## config.mk

```make
export PLATFORM = sky130hd
export DESIGN_NAME = mem_access
export DESIGN_NICKNAME = d
export VERILOG_FILES = /design/src/rtl/mem_access.sv
export SDC_FILE = /design/constraint.sdc
export NUM_CORES = 1
export LEC_CHECK = 0
export CORE_AREA = 2 2 96 191
export CTS_BUF_LIST = sky130_fd_sc_hd__clkbuf_4 sky130_fd_sc_hd__clkbuf_8
export DETAILED_ROUTE_END_ITERATION = 12
export DIE_AREA = 0 0 98 193
export GPL_TIMING_DRIVEN = 0
export PLACE_DENSITY = 0.82
export SYNTH_ARGS = -nofsm -noshare
export SYNTH_HDL_FRONTEND = slang
export SYNTH_SLANG_ARGS = --single-unit
```

## constraint.sdc

```tcl
create_clock -name clk -period 3.4 [get_ports clk]
set_input_delay 0.85 -clock clk [delete_from_list [all_inputs] [get_ports clk]]
set_output_delay 0.85 -clock clk [all_outputs]
set_load 0.01 [all_outputs]
```

## src/rtl/mem_access.sv

```systemverilog
// ============================================================================
// Module   : mem_access
// Purpose  : Memory-stage bridge between the execute stage and a valid/addr_ok/
//            data_ok data bus. Optional MEM_ALIGN_CHECK_EN adds misalign trap.
// Revision : 1.0 - initial release
// ============================================================================
`default_nettype none

module mem_access #(
  parameter logic [31:0] PC_RESET = 32'hbfc0_0000
) (
  input  logic        clk,
  input  logic        reset,
  input  logic        in_valid,
  output logic        in_ready,
  input  logic [5:0]  in_op,
  input  logic        in_rm,
  input  logic        in_wm,
  input  logic [31:0] in_addr,
  input  logic [31:0] in_wdata,
  input  logic [4:0]  in_regw,
  input  logic [31:0] in_pc,
  output logic        dreq_valid,
  output logic [31:0] dreq_addr,
  output logic [2:0]  dreq_size,
  output logic [3:0]  dreq_strobe,
  output logic [31:0] dreq_data,
  input  logic        dresp_addr_ok,
  input  logic        dresp_data_ok,
  input  logic [31:0] dresp_data,
  output logic        out_valid,
  output logic [31:0] out_data,
  output logic [4:0]  out_regw,
  output logic [31:0] out_pc,
  output logic        stall
`ifdef MEM_ALIGN_CHECK_EN
  ,
  output logic        misalign
`endif
);

  typedef enum logic [1:0] {
    S_IDLE = 2'd0,
    S_REQ  = 2'd1,
    S_WAIT = 2'd2
  } state_e;

  state_e      state_q, state_d;
  logic [5:0]  op_q, op_d;
  logic [31:0] addr_q, addr_d;
  logic        is_load_q, is_load_d;
  logic [4:0]  regw_q, regw_d;
  logic [31:0] pc_q, pc_d;
  logic        dreq_valid_q, dreq_valid_d;
  logic [2:0]  dreq_size_q, dreq_size_d;
  logic [3:0]  dreq_strobe_q, dreq_strobe_d;
  logic [31:0] dreq_data_q, dreq_data_d;
  logic        out_valid_q, out_valid_d;
  logic [31:0] out_data_q, out_data_d;
  logic [4:0]  out_regw_q, out_regw_d;
  logic [31:0] out_pc_q, out_pc_d;
  logic [2:0]  w_size;
  logic        w_misal;
  logic        w_done;

  // Access size: unknown opcodes fall into the word case.
  function automatic logic [2:0] size_of(input logic [5:0] op);
    case (op)
      6'h20, 6'h24, 6'h28: size_of = 3'd0;
      6'h21, 6'h25, 6'h29: size_of = 3'd1;
      default:             size_of = 3'd2;
    endcase
  endfunction

  function automatic logic [3:0] strobe_of(input logic [2:0] size, input logic [1:0] a);
    case (size)
      3'd0:    strobe_of = 4'b0001 << a;
      3'd1:    strobe_of = 4'b0011 << a;
      default: strobe_of = 4'b1111;
    endcase
  endfunction

  function automatic logic [31:0] lanes_of(input logic [2:0] size, input logic [31:0] wd);
    case (size)
      3'd0:    lanes_of = {4{wd[7:0]}};
      3'd1:    lanes_of = {2{wd[15:0]}};
      default: lanes_of = wd;
    endcase
  endfunction

  function automatic logic [31:0] load_of(input logic [5:0] op, input logic [1:0] a,
                                          input logic [31:0] d);
    logic [7:0]  b;
    logic [15:0] h;
    case (a)
      2'd0:    b = d[7:0];
      2'd1:    b = d[15:8];
      2'd2:    b = d[23:16];
      default: b = d[31:24];
    endcase
    h = a[1] ? d[31:16] : d[15:0];
    case (op)
      6'h20:   load_of = {{24{b[7]}}, b};
      6'h24:   load_of = {24'd0, b};
      6'h21:   load_of = {{16{h[15]}}, h};
      6'h25:   load_of = {16'd0, h};
      default: load_of = d;
    endcase
  endfunction

  assign w_size = size_of(in_op);

`ifdef MEM_ALIGN_CHECK_EN
  logic misalign_q, misalign_d;
  assign w_misal = ((w_size == 3'd1) && in_addr[0]) ||
                   ((w_size == 3'd2) && (in_addr[1:0] != 2'b00));
  assign misalign = misalign_q;
`else
  assign w_misal = 1'b0;
`endif

  always_comb begin
    state_d       = state_q;
    op_d          = op_q;
    addr_d        = addr_q;
    is_load_d     = is_load_q;
    regw_d        = regw_q;
    pc_d          = pc_q;
    dreq_valid_d  = 1'b0;
    dreq_size_d   = dreq_size_q;
    dreq_strobe_d = dreq_strobe_q;
    dreq_data_d   = dreq_data_q;
    out_valid_d   = 1'b0;
    out_data_d    = out_data_q;
    out_regw_d    = out_regw_q;
    out_pc_d      = out_pc_q;
    w_done        = 1'b0;
`ifdef MEM_ALIGN_CHECK_EN
    misalign_d    = 1'b0;
`endif

    case (state_q)
      S_IDLE: begin
        if (in_valid) begin
          if (!(in_rm || in_wm)) begin
            out_valid_d = 1'b1;
            out_data_d  = in_addr;
            out_regw_d  = in_regw;
            out_pc_d    = in_pc;
          end else if (w_misal) begin
            out_valid_d = 1'b1;
            out_data_d  = 32'd0;
            out_regw_d  = 5'd0;
            out_pc_d    = in_pc;
`ifdef MEM_ALIGN_CHECK_EN
            misalign_d  = 1'b1;
`endif
          end else begin
            op_d          = in_op;
            addr_d        = in_addr;
            is_load_d     = in_rm;
            regw_d        = in_regw;
            pc_d          = in_pc;
            dreq_valid_d  = 1'b1;
            dreq_size_d   = w_size;
            dreq_strobe_d = in_rm ? 4'b0000 : strobe_of(w_size, in_addr[1:0]);
            dreq_data_d   = lanes_of(w_size, in_wdata);
            state_d       = S_REQ;
          end
        end
      end
      S_REQ: begin
        dreq_valid_d = 1'b1;
        if (dresp_addr_ok) begin
          dreq_valid_d = 1'b0;
          if (dresp_data_ok) begin
            w_done  = 1'b1;
            state_d = S_IDLE;
          end else begin
            state_d = S_WAIT;
          end
        end
      end
      S_WAIT: begin
        if (dresp_data_ok) begin
          w_done  = 1'b1;
          state_d = S_IDLE;
        end
      end
      default: state_d = S_IDLE;
    endcase

    // Stores report no writeback: zero register and zero data.
    if (w_done) begin
      out_valid_d = 1'b1;
      out_pc_d    = pc_q;
      out_data_d  = is_load_q ? load_of(op_q, addr_q[1:0], dresp_data) : 32'd0;
      out_regw_d  = is_load_q ? regw_q : 5'd0;
    end
  end

  always_ff @(posedge clk) begin
    if (reset) begin
      state_q       <= S_IDLE;
      op_q          <= 6'd0;
      addr_q        <= 32'd0;
      is_load_q     <= 1'b0;
      regw_q        <= 5'd0;
      pc_q          <= 32'd0;
      dreq_valid_q  <= 1'b0;
      dreq_size_q   <= 3'd0;
      dreq_strobe_q <= 4'd0;
      dreq_data_q   <= 32'd0;
      out_valid_q   <= 1'b0;
      out_data_q    <= 32'd0;
      out_regw_q    <= 5'd0;
      out_pc_q      <= PC_RESET;
`ifdef MEM_ALIGN_CHECK_EN
      misalign_q    <= 1'b0;
`endif
    end else begin
      state_q       <= state_d;
      op_q          <= op_d;
      addr_q        <= addr_d;
      is_load_q     <= is_load_d;
      regw_q        <= regw_d;
      pc_q          <= pc_d;
      dreq_valid_q  <= dreq_valid_d;
      dreq_size_q   <= dreq_size_d;
      dreq_strobe_q <= dreq_strobe_d;
      dreq_data_q   <= dreq_data_d;
      out_valid_q   <= out_valid_d;
      out_data_q    <= out_data_d;
      out_regw_q    <= out_regw_d;
      out_pc_q      <= out_pc_d;
`ifdef MEM_ALIGN_CHECK_EN
      misalign_q    <= misalign_d;
`endif
    end
  end

  assign in_ready    = (state_q == S_IDLE) && !reset;
  assign stall       = (state_q != S_IDLE);
  assign dreq_valid  = dreq_valid_q;
  assign dreq_addr   = addr_q;
  assign dreq_size   = dreq_size_q;
  assign dreq_strobe = dreq_strobe_q;
  assign dreq_data   = dreq_data_q;
  assign out_valid   = out_valid_q;
  assign out_data    = out_data_q;
  assign out_regw    = out_regw_q;
  assign out_pc      = out_pc_q;

endmodule

`default_nettype wire

```

# Word-level counts from Yosys, hierarchy flattened

Cells that the tools add are included.
W data, S select, Z words.

Eq/ne operators: 20
Shifts and indexed selects: 2
Muxes and demuxes: 38
Reduce and logical (&&, ||, !) cells: 14

Operator list:

| cell                  | number |
|---|---|
| $mux W32              | 9 |
| $pmux W32 S4          | 1 |
| $pmux W32 S2          | 1 |
| $eq A6 B6 Y1 const B  | 10 |
| $mux W5               | 5 |
| $pmux W8 S3           | 1 |
| $mux W16              | 1 |
| $mux W2               | 5 |
| $ne A2 B2 Y1 const B  | 5 |
| $mux W1               | 9 |
| $pmux W4 S2           | 1 |
| $pmux W2 S3           | 1 |
| $reduce_and A3 Y1     | 2 |
| $reduce_bool A2 Y1    | 3 |
| $reduce_or A3 Y1      | 2 |
| $eq A2 B1 Y1 const B  | 2 |
| $eq A2 B2 Y1 const B  | 2 |
| $logic_not A2 Y1      | 2 |
| $mux W4               | 1 |
| $pmux W1 S2           | 2 |
| $pmux W2 S2           | 1 |
| $reduce_and A4 Y1     | 1 |
| $shl A1 B2 Y4 const A | 1 |
| $shl A2 B2 Y4 const A | 1 |
| other kinds (5)       | 5 |

Register bits: 188
Input bits: 146
Output and inout port bits: 144
Logic and storage cells: 88

# Longest topological paths before layout

Depth after elaboration: 6
Depth in mapped cells: 8
Mapped depth without buffers: 6

# Worst setup path before layout

Ideal clock, no wire load.

Path kind: input -> register
Start point: input port in_op[3]
End point: register dreq_data_q[22], in the netlist dreq_data[22]
Setup time: 0.091 ns
Data arrival time: 2.527 ns
Data required time: 3.309 ns
Path slack: 0.782 ns
Stages on the path: 6
Buffers on the path: 2
Cells stage by stage: a211oi_1 and2_1 clkbuf_1 clkbuf_1 nand2_1 a311oi_1

Word-level cells in the longest chain between the ends: 5
Elaborated cells between the ends (all ways): 12
Those cells by class: eq/ne: 7; mux: 2; reduce/logical: 3

RTL lines:

| what                                                    | RTL line | source |
|---|---|---|
| start, declared                                         | 16       | `input logic [5:0] in_op,` |
| $eq A6 B6 Y1                                            | 68       | `case (op)` |
| $reduce_or A3 Y1                                        | 68       |  |
| $pmux W2 S2 (*)                                         | 68       |  |
| $eq A3 B1 Y1 / $logic_not A3 Y1 (equally long branches) | 84       | `case (size)` |
| $pmux W32 S2 (*)                                        | 84       |  |
| end signal, assigned                                    | 231      | `dreq_data_q <= dreq_data_d;` |
| end, declared                                           | 57       | `logic [31:0] dreq_data_q, dreq_data_d;` |

Mark *: on every way between the ends. The rest lies on a longest branch, timed or not.
A chain may end at the register's enable or synchronous reset.

# Worst setup path after layout

Start point: input port reset
End point: output port in_ready

Word-level cells in the longest chain between the ends: 2

RTL lines:

| what                | RTL line | source |
|---|---|---|
| start, declared     | 13       | `input logic reset,` |
| $logic_not A1 Y1    | 242      | `assign in_ready = (state_q == S_IDLE) && !reset;` |
| $logic_and A1 B1 Y1 | 242      |  |
| end, declared       | 15       | `output logic in_ready,` |

No other way between the ends.

==> results by group <==
Status
  – Run status: completed

Worst setup path
  – CP Cell Sequence: clkbuf_1, clkbuf_1, nor2_1, clkdlybuf4s50_1
  – Data arrival time of the worst path: 2.27 ns
  – Kind of start point of the critical path: input port
  – Cell seen most often among critical-path stages: clkbuf_1
  – Class of the most critical setup path: input port to output port
  – Cell with the biggest individual delay on the critical path: clkdlybuf4s50_1
  – Crit-path max FO: 10
  – Crit end category: output port
  – Worst reg2reg endpoint: out_data[1]
  – Cell depth of the worst flop-to-flop path: 8
  – Required time at the worst-slack endpoint: 2.55 ns
  – Reg2reg setup slack: 0.44 ns
  – Startpoint of the worst register-to-register path: state_q[1]
  – Crit path largest cell delay: 0.50 ns

Synthesis
  – Leading area contributor after synthesis: dfxtp_1
  – Distinct cells, synth: 46
  – Fraction of the mapped netlist area in adder cells: 0.4623%
  – Synthesized Nets: 1164
  – XOR/XNOR Fraction of Synth Area: 0%
  – Total of flip-flops plus latches after synthesis: 187
  – Post-synthesis instance area: 8119 um^2
  – Portion of the post-synthesis area used by sequential elements: 46.11%
  – Syn avg cell area: 7.999 um^2
  – Share of the synthesized area in the top cell type: 46.11%
  – Post-Synth Simple-Gate Area: 21.16%
  – Most used standard cell by instance count after synthesis: nand2_1
  – Multiplexer share of the synthesized area: 4.993%
  – Post-synthesis compound-gate area fraction: 22.64%
  – Post-synthesis async set-or-reset flop share: 0%
  – Synth warnings: 0
  – Post-synthesis instance total: 1015
  – Largest cells by area after synthesis: dfxtp_1, nand2_1, a21oi_1
  – Number of enable flip-flop cells after synthesis: 0
  – Commonest register cell after synthesis: dfxtp_1
  – Synth top cells by count: nand2_1, dfxtp_1, a21oi_1
  – Combinational family with the most area after synthesis: compound AO/OA/AOI/OAI gates

Pwr
  – Sequential share of power: 46.8%
  – Pwr dens: 441.2 nW/um^2
  – Switching part of the total power: 29.64%
  – Power Total: 5.171 mW
  – Clock group share of total power: 32.4%
  – Share of power burned in combinational logic: 20.8%
  – Leakage power of the design: 4.265 nW
  – Internal portion of total power: 3.638 mW
  – Worst-case vdd ir drop: 259.2 uV
  – Switching power summed over all nets: 1.533 mW

Floorplanning
  – Die area: 18910 um^2
  – Initial core utilization: 46.33%
  – Core footprint: 17530 um^2
  – Die Span X: 98 um
  – Die boundary height: 193 um
  – Boundary Pins: 290
  – Count of standard-cell rows: 69

Place
  – Total instance count after detailed placement: 1516
  – Final estimated routing congestion in global placement: 0.9558
  – Setup WS pre-CTS: -0.3131 ns
  – Area after detailed placement: 11270 um^2
  – Half-perimeter wire length of the detailed placement result: 23370 um
  – Count of port buffers added during placement: 287

Layout
  – Number of standard cells in the final layout excluding fillers: 1548
  – Layout cells sized above 1: 4.869%
  – Final #Nets: 1471
  – Post-layout util: 66.87%
  – Final std cell area, no fill: 11720 um^2
  – Ant. Diodes: 0
  – Layout overhead on the synthesized area: 44.35%

Worst hold path
  – Hold Crit Depth: 2
  – Worst min-delay path category: flip-flop to flip-flop
  – Min-Delay Startpoint: dreq_data[29]
  – Worst hold endpoint: dreq_data[29]

Drt
  – Routed wire length per instance: 19.71 um
  – DRT iter0 DRCs: 535
  – Number of DRC violations after detailed routing: 0
  – Post-Route WL: 30500 um
  – Via-per-instance ratio: 5.787
  – Router iterations before antenna repair: 5
  – Total vias in the final route: 8959
  – Post-DRT Antenna Nets: 0

Flow run
  – Number of max-capacitance violations reported: 0

Global routing
  – Maximum number of pins on one net before global-route repair: 19
  – Initial antenna violation count: 0
  – Congestion Overflow GR: 0
  – First-pass GRT wire length: 47180 um
  – Overall fraction of global-route tracks in use: 31.47%
  – Vias in the first global route: 8981

STA
  – Worst slew pin tran: 0.7930 ns
  – Max-slew violation count: 0
  – Post-Route Skew: 0.01882 ns
  – Number of hold violations in the final report: 0
  – Max Freq: 320.3 MHz
  – Relative max-transition margin: 46.90%
  – Unrepaired setup endpoints after global routing: no
  – Final setup vio count: 0
  – Hold_ws: 0.4556 ns
  – Post-route setup TNS: 0 ns
  – Final critical path time including I/O delays and setup: 3.122 ns
  – Tcrit/Tclk final: 91.83%
  – Worst setup margin: 0.2779 ns

Clocking
  – Number of hold buffers added after cts: 0
  – Total number of clock tree sinks: 187
  – Clock latency reported for the late side of the worst-skew pair: 0.48 ns
  – Number of buffers created by CTS: 17
  – Number of H-tree branching levels: 4
  – Max Root-Sink Buffers: 2
  – CTS tree: built
  – CTS clk-pin slew, worst paths: 0.11 ns
  – Clk Tree Root Cell: clkbuf_8
[logic make-up (layout without fill, tap and decap cells)]
family | after synthesis | in the layout
compound gates | 275 | 275
other cells | 1 | 1
simple gates | 423 | 423
fa+ha+maj | 3 | 3
flops | 187 | 187
mux | 30 | 30
buf+inv | 96 | 416
[layout make-up]
type	count	area [um^2]
fillers	1481	5806
clock inverters	14	198.9
well taps	213	266.5
multi-input cells	732	4008
flip-flops and latches	187	3744
inverters	7	26.28
repair buffers	288	2883
plain buffers	89	346.6
clock buffers	18	247.7
[worst max path at each step]
stage	cells after the start	to	from
final	4	in_ready	reset
after global routing	7	out_data[1]	dresp_addr_ok
after CTS	7	dreq_data[27]	in_op[3]
after detailed placement	7	dreq_data[27]	in_op[3]
after global placement	7	dreq_data[24]	in_op[3]
after floorplan	6	dreq_data[22]	in_op[3]
[registers in the layout (all words and copies together) (netlist names), 4 cells and up]
signal       count
dreq_addr       32
dreq_data       32
out_data        32
out_pc          32
pc_q            32
op_q             6
out_regw         5
regw_q           5
dreq_strobe      4
[critical path, delay by kind of cell]
family / cells / cell delay, ns
buffers and inverters: 3 / 1.32
and+or+nand+nor: 1 / 0.09
[metal layers]
layer | vias to the layer above | part of all wire, % | wire, um | GRT usage, %
met5 | - | 0 | 0 | 0
li1 | 4158 | - | - | -
met3 | 83 | 10 | 3148 | 8.832
met4 | 0 | 3.7 | 1128 | 13.03
met2 | 533 | 50 | 15200 | 56.51
met1 | 4185 | 36 | 11030 | 34.71
[power by group through the flow]
stage | registers, mW | logic, mW | clock network [mW]
detailed placement | 2.47 | 1.06 | 0
CTS | 2.42 | 1.07 | 1.68
global route | 2.44 | 1.15 | 1.76
finish | 2.42 | 1.07 | 1.68
global placement | 2.46 | 1.03 | 0
floorplan | 2.50 | 0.421 | 0
[cell usage in the layout (no fill, tap or decap), drive strengths merged, types with 2 or more instances in the layout]
master         netlist  routed
a32o                 4       4
o211ai              18      18
o21a                 5       5
or4                  2       2
clkbuf              77      95
nand3               10      10
a2111oi              4       4
clkinv               0       3
o2bb2ai             16      16
dfxtp              187     187
a21oi              119     119
buf                 12      12
ha                   3       3
mux4                 8       8
and3                19      19
nand2b               6       6
a211oi               2       2
inv                  7      15
and2                 2       2
o21ai               31      31
bufinv               0       3
a221oi               4       4
a31oi                5       5
clkdlybuf4s50        0     287
o221a               16      16
a311oi              38      38
mux2i               18      18
nor2                79      79
o22ai               11      11
mux2                 4       4
nand2              297     297
[what timing repair did]
item                                    4_1_cts  5_1_grt
gates resized for setup                       0        1
setup buffers                                 0        0
endpoints found under the setup margin        0       11
No activity file was read; power rests on OpenSTA's default activity.
